$ cat src/rtl/ofm_writeback_sequencer_if.sv
// Row-stream and OFM RAM write-port bundle for ofm_writeback_sequencer.
// master = sequencer side, slave = systolic array / RAM side.
interface ofm_writeback_sequencer_if #(
  parameter int unsigned SYSTOLIC_SIZE = 16,
  parameter int unsigned DATA_WIDTH    = 8,
  parameter int unsigned INOUT_WIDTH   = 128,
  parameter int unsigned IFM_SIZE      = 34,
  parameter int unsigned KERNEL_SIZE   = 3,
  parameter int unsigned NO_FILTER     = 16
);
  localparam int unsigned OFM_SIZE = IFM_SIZE - KERNEL_SIZE + 1;
  localparam int unsigned EPB      = INOUT_WIDTH / (2 * DATA_WIDTH);
  localparam int unsigned AW       = $clog2(OFM_SIZE * OFM_SIZE * NO_FILTER);
  localparam int unsigned FW       = (NO_FILTER > 1) ? $clog2(NO_FILTER) : 1;
  localparam int unsigned RW       = SYSTOLIC_SIZE * 2 * DATA_WIDTH;

  logic                   in_valid;
  logic                   in_ready;
  logic [RW-1:0]          in_data;
  logic [FW-1:0]          in_filter;
  logic                   ofm_we;
  logic [AW-1:0]          ofm_addr;
  logic [INOUT_WIDTH-1:0] ofm_wdata;
  logic [EPB-1:0]         ofm_wmask;

  modport master (
    input  in_valid, in_data, in_filter,
    output in_ready, ofm_we, ofm_addr, ofm_wdata, ofm_wmask
  );

  modport slave (
    output in_valid, in_data, in_filter,
    input  in_ready, ofm_we, ofm_addr, ofm_wdata, ofm_wmask
  );
endinterface

$ cat src/rtl/ofm_writeback_sequencer.sv
// Splits systolic result rows into OFM RAM write beats and tracks tile/filter progress.
// Define OFM_RELU_EN to clamp negative output elements to zero on the write path.
module ofm_writeback_sequencer #(
  parameter int unsigned SYSTOLIC_SIZE = 16,
  parameter int unsigned DATA_WIDTH    = 8,
  parameter int unsigned INOUT_WIDTH   = 128,
  parameter int unsigned IFM_SIZE      = 34,
  parameter int unsigned KERNEL_SIZE   = 3,
  parameter int unsigned NO_FILTER     = 16
) (
  input  logic                             clk,
  input  logic                             rst,
  input  logic                             start,
  ofm_writeback_sequencer_if.master        bus,
  output logic                             tile_done,
  output logic                             busy,
  output logic                             done
);
  localparam int unsigned EW        = 2 * DATA_WIDTH;
  localparam int unsigned OFM_SIZE  = IFM_SIZE - KERNEL_SIZE + 1;
  localparam int unsigned EPB       = INOUT_WIDTH / EW;
  localparam int unsigned BEATS     = SYSTOLIC_SIZE / EPB;
  localparam int unsigned TPL       = (OFM_SIZE + SYSTOLIC_SIZE - 1) / SYSTOLIC_SIZE;
  localparam int unsigned NO_TILING = TPL * OFM_SIZE;
  localparam int unsigned AW        = $clog2(OFM_SIZE * OFM_SIZE * NO_FILTER);
  localparam int unsigned FW        = (NO_FILTER > 1) ? $clog2(NO_FILTER) : 1;
  localparam int unsigned RW        = SYSTOLIC_SIZE * EW;
  localparam int unsigned BW        = $clog2(BEATS + 1);
  localparam int unsigned CW        = $clog2(TPL + 1);
  localparam int unsigned LW        = $clog2(OFM_SIZE + 1);
  localparam int unsigned TW        = $clog2(NO_TILING + 1);
  localparam int unsigned NW        = $clog2(NO_FILTER + 1);

  typedef enum logic [1:0] {StIdle, StRun, StWrite, StDone} state_e;

  state_e          state_q, state_d;
  logic [BW-1:0]   beat_q, beat_d;
  logic [CW-1:0]   col_q, col_d;
  logic [LW-1:0]   line_q, line_d;
  logic [TW-1:0]   tile_cnt_q, tile_cnt_d;
  logic [NW-1:0]   row_cnt_q, row_cnt_d;
  logic [RW-1:0]   row_q;
  logic [FW-1:0]   filter_q;
  logic            tile_done_q, tile_done_d;
  logic            load;

  logic [INOUT_WIDTH-1:0] beat_word;
  logic [31:0]            col_base;
  logic                   filter_ok;
  logic [EW-1:0]          elem;

  always_ff @(posedge clk or posedge rst) begin
    if (rst) begin
      state_q     <= StIdle;
      beat_q      <= '0;
      col_q       <= '0;
      line_q      <= '0;
      tile_cnt_q  <= '0;
      row_cnt_q   <= '0;
      row_q       <= '0;
      filter_q    <= '0;
      tile_done_q <= 1'b0;
    end else begin
      state_q     <= state_d;
      beat_q      <= beat_d;
      col_q       <= col_d;
      line_q      <= line_d;
      tile_cnt_q  <= tile_cnt_d;
      row_cnt_q   <= row_cnt_d;
      tile_done_q <= tile_done_d;
      if (load) begin
        row_q    <= bus.in_data;
        filter_q <= bus.in_filter;
      end
    end
  end

  always_comb begin
    state_d     = state_q;
    beat_d      = beat_q;
    col_d       = col_q;
    line_d      = line_q;
    tile_cnt_d  = tile_cnt_q;
    row_cnt_d   = row_cnt_q;
    tile_done_d = 1'b0;
    load        = 1'b0;
    unique case (state_q)
      StIdle, StDone: begin
        if (start) begin
          state_d    = StRun;
          beat_d     = '0;
          col_d      = '0;
          line_d     = '0;
          tile_cnt_d = '0;
          row_cnt_d  = '0;
        end
      end
      StRun: begin
        if (bus.in_valid) begin
          load    = 1'b1;
          beat_d  = '0;
          state_d = StWrite;
        end
      end
      StWrite: begin
        if (beat_q == BW'(BEATS - 1)) begin
          beat_d  = '0;
          state_d = StRun;
          // Rows are counted, not matched against filter indices.
          if (row_cnt_q == NW'(NO_FILTER - 1)) begin
            row_cnt_d   = '0;
            tile_done_d = 1'b1;
            tile_cnt_d  = tile_cnt_q + TW'(1);
            if (col_q == CW'(TPL - 1)) begin
              col_d  = '0;
              line_d = line_q + LW'(1);
            end else begin
              col_d = col_q + CW'(1);
            end
            if (tile_cnt_q == TW'(NO_TILING - 1)) state_d = StDone;
          end else begin
            row_cnt_d = row_cnt_q + NW'(1);
          end
        end else begin
          beat_d = beat_q + BW'(1);
        end
      end
      default: state_d = StIdle;
    endcase
  end

  assign beat_word = row_q[32'(beat_q) * INOUT_WIDTH +: INOUT_WIDTH];
  // OFM column of this beat's element 0.
  assign col_base  = 32'(col_q) * SYSTOLIC_SIZE + 32'(beat_q) * EPB;
  assign filter_ok = (32'(filter_q) < NO_FILTER);

  always_comb begin
    bus.ofm_we    = 1'b0;
    bus.ofm_addr  = '0;
    bus.ofm_wdata = '0;
    bus.ofm_wmask = '0;
    elem          = '0;
    if (state_q == StWrite) begin
      for (int k = 0; k < EPB; k++) begin
        elem = beat_word[k * EW +: EW];
`ifdef OFM_RELU_EN
        if (elem[EW-1]) elem = '0;
`endif
        bus.ofm_wdata[k * EW +: EW] = elem;
        bus.ofm_wmask[k] = filter_ok && ((col_base + 32'(k)) < OFM_SIZE);
      end
      bus.ofm_addr = AW'(filter_q) * AW'(OFM_SIZE * OFM_SIZE)
                   + AW'(line_q) * AW'(OFM_SIZE)
                   + AW'(col_base);
      // A fully masked beat still occupies its cycle, it just does not strobe.
      bus.ofm_we   = |bus.ofm_wmask;
    end
  end

  assign bus.in_ready = (state_q == StRun);
  assign busy         = (state_q == StRun) || (state_q == StWrite);
  assign done         = (state_q == StDone);
  assign tile_done    = tile_done_q;

endmodule
$ cat src/flat_wrapper.sv
// flat-port wrapper written by rule: the top's interface ports become plain ports
module ofm_writeback_sequencer_flat 
#(
  parameter int unsigned SYSTOLIC_SIZE = 16,
  parameter int unsigned DATA_WIDTH    = 8,
  parameter int unsigned INOUT_WIDTH   = 128,
  parameter int unsigned IFM_SIZE      = 34,
  parameter int unsigned KERNEL_SIZE   = 3,
  parameter int unsigned NO_FILTER     = 16
)
  (clk, rst, start, tile_done, busy, done, bus_in_valid, bus_in_data, bus_in_filter, bus_in_ready, bus_ofm_we, bus_ofm_addr, bus_ofm_wdata, bus_ofm_wmask);
  ofm_writeback_sequencer_if #(.SYSTOLIC_SIZE(SYSTOLIC_SIZE), .DATA_WIDTH(DATA_WIDTH), .INOUT_WIDTH(INOUT_WIDTH), .IFM_SIZE(IFM_SIZE), .KERNEL_SIZE(KERNEL_SIZE), .NO_FILTER(NO_FILTER)) bus_i ();
  input  logic clk;
  input  logic rst;
  input  logic start;
  output logic tile_done;
  output logic busy;
  output logic done;
  input wire logic [$bits(bus_i.in_valid)-1:0] bus_in_valid;
  input wire logic [$bits(bus_i.in_data)-1:0] bus_in_data;
  input wire logic [$bits(bus_i.in_filter)-1:0] bus_in_filter;
  output wire logic [$bits(bus_i.in_ready)-1:0] bus_in_ready;
  output wire logic [$bits(bus_i.ofm_we)-1:0] bus_ofm_we;
  output wire logic [$bits(bus_i.ofm_addr)-1:0] bus_ofm_addr;
  output wire logic [$bits(bus_i.ofm_wdata)-1:0] bus_ofm_wdata;
  output wire logic [$bits(bus_i.ofm_wmask)-1:0] bus_ofm_wmask;
  assign bus_i.in_valid = bus_in_valid;
  assign bus_i.in_data = bus_in_data;
  assign bus_i.in_filter = bus_in_filter;
  assign bus_in_ready = bus_i.in_ready;
  assign bus_ofm_we = bus_i.ofm_we;
  assign bus_ofm_addr = bus_i.ofm_addr;
  assign bus_ofm_wdata = bus_i.ofm_wdata;
  assign bus_ofm_wmask = bus_i.ofm_wmask;
  ofm_writeback_sequencer #(.SYSTOLIC_SIZE(SYSTOLIC_SIZE), .DATA_WIDTH(DATA_WIDTH), .INOUT_WIDTH(INOUT_WIDTH), .IFM_SIZE(IFM_SIZE), .KERNEL_SIZE(KERNEL_SIZE), .NO_FILTER(NO_FILTER)) u_core (.clk(clk), .rst(rst), .start(start), .bus(bus_i), .tile_done(tile_done), .busy(busy), .done(done));
endmodule
$ cat config.mk
export PLATFORM = sky130hd
export DESIGN_NAME = ofm_writeback_sequencer_flat
export DESIGN_NICKNAME = d
export VERILOG_FILES = /design/src/rtl/ofm_writeback_sequencer_if.sv /design/src/rtl/ofm_writeback_sequencer.sv /design/src/flat_wrapper.sv
export SDC_FILE = /design/constraint.sdc
export NUM_CORES = 1
export LEC_CHECK = 0
export ABC_AREA = 1
export CAP_MARGIN = 20
export CORE_UTILIZATION = 45
export CTS_CLUSTER_DIAMETER = 200
export DETAILED_ROUTE_END_ITERATION = 10
export PLACE_DENSITY_LB_ADDON = 0.25
export SLEW_MARGIN = 20
export SYNTH_ARGS = -nofsm -noshare
export SYNTH_HDL_FRONTEND = slang
export SYNTH_SLANG_ARGS = --single-unit
$ cat constraint.sdc
create_clock -name clk -period 15.8 [get_ports clk]
set_clock_uncertainty 0.2 [all_clocks]
set_input_delay 1.58 -clock clk [delete_from_list [all_inputs] [get_ports clk]]
set_output_delay 1.58 -clock clk [all_outputs]
set_load 0.01 [all_outputs]
After elaboration in Yosys (flattened, before gate mapping)
Index checks and enable logic that the tools add are counted.
{"block": "word_totals", "ff_bits": 285, "input_bits": 264, "output_inout_bits": 155, "word_cells": 91}
{"block": "op_classes", "add_sub_neg": 15, "order_cmp": 8, "n_eq_ne": 12, "shifts": 1, "n_mux": 36, "reduce_logical": 10}
{"operator": "32-bit by 6-bit < comparator with 1-bit output (second input constant)", "n": 8}
{"operator": "256-bit by 10-bit variable part select with 128-bit output", "n": 1}
{"operator": "32-bit by 3-bit adder with 32-bit output (second input constant)", "n": 4}
{"operator": "128-bit two-way mux", "n": 1}
{"operator": "32-bit by 2-bit adder with 32-bit output (second input constant)", "n": 2}
{"operator": "32-bit by 1-bit adder with 32-bit output (second input constant)", "n": 1}
{"operator": "6-bit two-way mux", "n": 4}
{"operator": "2-bit two-way mux", "n": 11}
{"operator": "7-bit two-way mux", "n": 3}
{"operator": "5-bit two-way mux", "n": 3}
{"operator": "14-bit by 11-bit adder with 14-bit output", "n": 1}
{"operator": "14-bit adder", "n": 1}
{"operator": "14-bit two-way mux", "n": 1}
{"operator": "7-bit case mux with 2 select lines", "n": 1}
{"operator": "2-bit case mux with 3 select lines", "n": 2}
{"operator": "6-bit case mux with 2 select lines", "n": 1}
{"operator": "5-bit case mux with 2 select lines", "n": 1}
{"operator": "8-bit two-way mux", "n": 1}
{"operator": "8-bit OR reduction", "n": 1}
{"operator": "6-bit by 5-bit adder with 7-bit output", "n": 1}
{"operator": "7-bit by 1-bit adder with 7-bit output (second input constant)", "n": 1}
{"operator": "7-bit by 6-bit == test with 1-bit output (second input constant)", "n": 1}
{"operator": "6-bit by 1-bit adder with 6-bit output (second input constant)", "n": 1}
{"operator": "2-bit by 1-bit == test with 1-bit output (second input constant)", "n": 3}
{"operator": "16 further kinds", "n": 27}

Depth between registers and ports, before layout
{"block": "depth", "word_depth": 5, "ltp_mapped": 12, "depth_no_buf": 12}

Worst setup path before layout
Ideal clock, no wire load.
{"block": "synth_path", "path_kind": "register to output", "from": "reg u_core.col_q[0]", "to": "out bus_ofm_addr[11]", "t_arrival_ps": 1941, "required_time_ps": 14020, "slack_ps": 12079, "stages_incl_launch_ff": 13, "n_path_buf": 0, "cell_sequence": "dfrtp_1 > ha_1 > inv_1 > ha_1 > ha_1 > fa_1 > inv_1 > nor2_1 > nand2_1 > o21bai_1 > nand2_1 > nand2_1 > nor2_1"}
{"block": "synth_between", "elab_chain_cells": 3}
{"element": "start, declared", "line": "ofm_writeback_sequencer.sv:38", "source": "logic [CW-1:0] col_q, col_d;"}
{"element": "start signal, assigned", "line": "ofm_writeback_sequencer.sv:66", "source": "col_q <= col_d;"}
{"element": "6-bit by 5-bit adder with 7-bit output", "line": "ofm_writeback_sequencer.sv:134", "source": "assign col_base = 32'(col_q) * SYSTOLIC_SIZE + 32'(beat_q) * EPB;"}
{"element": "14-bit adder", "line": "ofm_writeback_sequencer.sv:154", "source": "+ AW'(col_base);"}
{"element": "14-bit two-way mux", "line": "ofm_writeback_sequencer.sv:143", "source": "if (state_q == StWrite) begin"}
{"element": "end, declared", "line": "flat_wrapper.sv:24", "source": "output wire logic [$bits(bus_i.ofm_addr)-1:0] bus_ofm_addr;"}
Every way passes these cells.

Final worst setup path
{"block": "layout_path", "from": "reg u_core.state_q[0]", "to": "out bus_ofm_wdata[92]"}
{"block": "layout_between", "elab_chain_cells": 2}
{"element": "start, declared", "line": "ofm_writeback_sequencer.sv:36", "source": "state_e state_q, state_d;"}
{"element": "start signal, assigned", "line": "ofm_writeback_sequencer.sv:54", "source": "state_q <= StIdle;"}
{"element": "start signal, assigned", "line": "ofm_writeback_sequencer.sv:64", "source": "state_q <= state_d;"}
{"element": "2-bit == test", "line": "ofm_writeback_sequencer.sv:143"}
{"element": "128-bit two-way mux", "line": "ofm_writeback_sequencer.sv:143"}
{"element": "end, declared", "line": "flat_wrapper.sv:25", "source": "output wire logic [$bits(bus_i.ofm_wdata)-1:0] bus_ofm_wdata;"}
Every way passes these cells.

==> results_dict.tcl <==
set metrics [dict create \
    die_h_um 173 \
    setup_violations 0 \
    clock_path_buffers 3 \
    areaGrowthSynthToFinish_pct 40.1 \
    path_clk_slew_ns 0.06 \
    post_cts_resized 0 \
    via_per_inst 5.15 \
    ys_seq_area_share_pct 54.1 \
    placed_cells 1945 \
    drtIter0Drc 560 \
    wirelength_um 36000 \
    dieArea_um2 30000 \
    cp_max_fo 77 \
    grt_start_max_net_pins 149 \
    timing.final.max_slew_violations 0 \
    slew_headroom_pct 25.6 \
    gr-total-overflow 0 \
    p_per_area_nw_per_um2 173 \
    start_util_pct 45.8 \
    postCtsSetupRepairBufs 0 \
    avgSynthCellArea_um2 10.8 \
    crit_start "u_core.state_q[0]$_DFFE_PP0P_" \
    peakVddDrop_mv 0.0927 \
    synth_edf_count 0 \
    finalSetupTns_ns 0 \
    track_usage_pct 24.0 \
    first_pass_iters 5 \
    grt_util_met3_pct 5.87 \
    wire_per_inst_um 18.0 \
    place_ws_ns 10.66 \
    worstSetupEndpointType "output pin" \
    core_um2 28800 \
    crit_path_end "bus_ofm_wdata[92]" \
    placed_area_um2 17500 \
    synth_cell_types 29 \
    fin_crit_sh_pct 34.4 \
    start_kind "flip-flop" \
    finalInstanceArea_um2 18500 \
    place.gp.congestion 0.924 \
    synth_cells 1222 \
    hold_path_class "flip-flop to flip-flop" \
    drt_drc_violations_left 0 \
    ys_warn_count 0 \
    reg2regPathDepth 5 \
    async_flop_share_pct 100 \
    final_util_pct 64.2 \
    die_x_um 173 \
    dpl.hpwl_um 24100 \
    ys_seq_elements 285 \
    fin_nets 1872 \
    fmax_mhz 184 \
    core.rowCount 62 \
    grt_pass1_vias 10500 \
    cts-root-buf "clkbuf_16" \
    setup_slack_ns 10.37 \
    synth_top_cell_by_area "dfrtp_1" \
    synth_common_cells "dfrtp_1, nor2_1, mux2_2" \
    rsz0062_at_grt "no" \
    syn_area_um2 13200 \
    drive_above_1_share_pct 20.3 \
    io_pins 419 \
    io_buffers 415 \
    busiest_layer "met2" \
    cp.arrival_ns 3.65 \
    cts_hold_buffers 0 \
    hold_violations 0 \
    num_vias 10300 \
    use_met2_pct 40.1 \
    p_leak_nw 7.76 \
    fin_cells 2005 \
    grt_use_met1_pct 30.5 \
    htree_levels 1 \
    clk_latency_ns 0.55 \
    yosysMostFrequentCell "dfrtp_1" \
    r2r-start "u_core.state_q[0]$_DFFE_PP0P_" \
    synthTopCellsByArea "dfrtp_1, mux2_2, nor2_1, nor3_1, nand2_1" \
    outcome "completed" \
    period_minus_slack_ns 5.43 \
    cap_viol_max_count 0 \
    clkSinkCount 285 \
    antenna_left 0 \
    synthFlopType "dfrtp_1" \
    synth_top_cell_area_share_pct 54.1 \
    path_class "flip-flop to output pin" \
    rrSetupSlack_ns 12.16 \
    reg2reg_to "u_core.row_q[54]$_DFFE_PP0P_" \
    hp-start "u_core.row_q[208]$_DFFE_PP0P_" \
    antenna_found_initial 6 \
    cts-buffers-inserted 31 \
    cts_tree "yes" \
    worst_slew_pin_slew_ns 1.12 \
    grt_pass1_wl_um 57400 \
    worstPathRequired_ns 14.02 \
]
[worst max-delay path: stages (launching register included)]
cell and delay [ns]:
dfrtp_1 0.43, inv_1 0.08, ha_1 0.14, buf_4 0.33, nand2_4 0.41, buf_4 0.53, nor3_1 0.47, clkdlybuf4s50_1 0.64
[logic make-up after synthesis]
| kind of cell | share of synthesized area [%] |
|---|---|
| and+or+nand+nor | 16.0 |
| other | 0.0285 |
| adders and majority gates | 1.39 |
| AOI/OAI and AO/OA | 1.54 |
| xor gates and xnor gates | 0.399 |
| muxes | 22.0 |
| buffers and inverters | 4.45 |
| DFF | 54.1 |
[how the worst min path moves through the flow]
stage	endpoint	slack [ns]	cells after the start
6_report	u_core.row_q[208]$_DFFE_PP0P_	0.31	1
2_1_floorplan	u_core.tile_cnt_q[1]$_DFFE_PP0P_	0.28	2
5_1_grt	u_core.row_q[59]$_DFFE_PP0P_	0.32	1
3_5_place_dp	u_core.row_q[250]$_DFFE_PP0P_	0.29	1
4_1_cts	u_core.row_q[135]$_DFFE_PP0P_	0.31	1
3_3_place_gp	u_core.row_q[208]$_DFFE_PP0P_	0.29	1
[through the flow]
| stage | hold WS (ns) | power (mW) |
|---|---|---|
| 6_report | 0.305 | 3.20 |
| 5_1_grt | 0.318 | 3.41 |
| 4_1_cts | 0.307 | 3.23 |
| 3_5_place_dp | 0.293 | 2.50 |
| 3_3_place_gp | 0.287 | 2.46 |
| 2_1_floorplan | 0.275 | 2.09 |
[state kept, by name, indices dropped and copies added (netlist names)]
name / count
u_core.line_q: 6
u_core.tile_done: 1
u_core.filter_q: 4
u_core.state_q: 2
u_core.row_q: 256
u_core.beat_q: 2
u_core.col_q: 2
u_core.tile_cnt_q: 7
u_core.row_cnt_q: 5
[where the power goes]
group,total [mW],switching [mW],leakage [nW],internal [mW]
logic,1.20,0.556,3.86,0.640
registers,1.29,0.214,3.40,1.08
clock network,0.709,0.294,0.496,0.415
[placed cells by master, fill, tap and decap left out, types with 2 or more instances in the layout]
| cell | count |
|---|---|
| o21bai_1 | 2 |
| bufinv_16 | 2 |
| clkinvlp_4 | 2 |
| ha_1 | 13 |
| clkbuf_1 | 5 |
| xor2_1 | 5 |
| diode_2 | 4 |
| mux2_2 | 258 |
| nand3_1 | 20 |
| conb_1 | 3 |
| clkbuf_16 | 31 |
| nor3_1 | 128 |
| nor2_4 | 2 |
| clkinv_2 | 9 |
| nand2_4 | 2 |
| a21oi_1 | 11 |
| o21ai_1 | 9 |
| nand2_1 | 71 |
| clkdlybuf4s50_1 | 415 |
| or2_2 | 3 |
| o31ai_1 | 2 |
| inv_1 | 29 |
| o21ai_0 | 10 |
| clkbuf_8 | 5 |
| nand3_2 | 2 |
| dfrtp_1 | 284 |
| nor2_1 | 275 |
| buf_4 | 6 |
[layer usage]
metal,wire length (um),vias up
li1,-,4827
met1,14800,5089
met2,17600,338
met3,2500,67
met4,1080,4
met5,22,-
[final cells by class]
type / instances / area, um^2
repair buffers: 423 / 4230
inverters: 31 / 126
diodes: 4 / 10.0
well taps: 384 / 480
clock buffers: 41 / 863
clock inverters: 15 / 138
fillers: 2322 / 10300
flip-flops and latches: 285 / 7140
multi-input cells: 822 / 5480
Note: power is estimated with default switching activity, not from simulation.
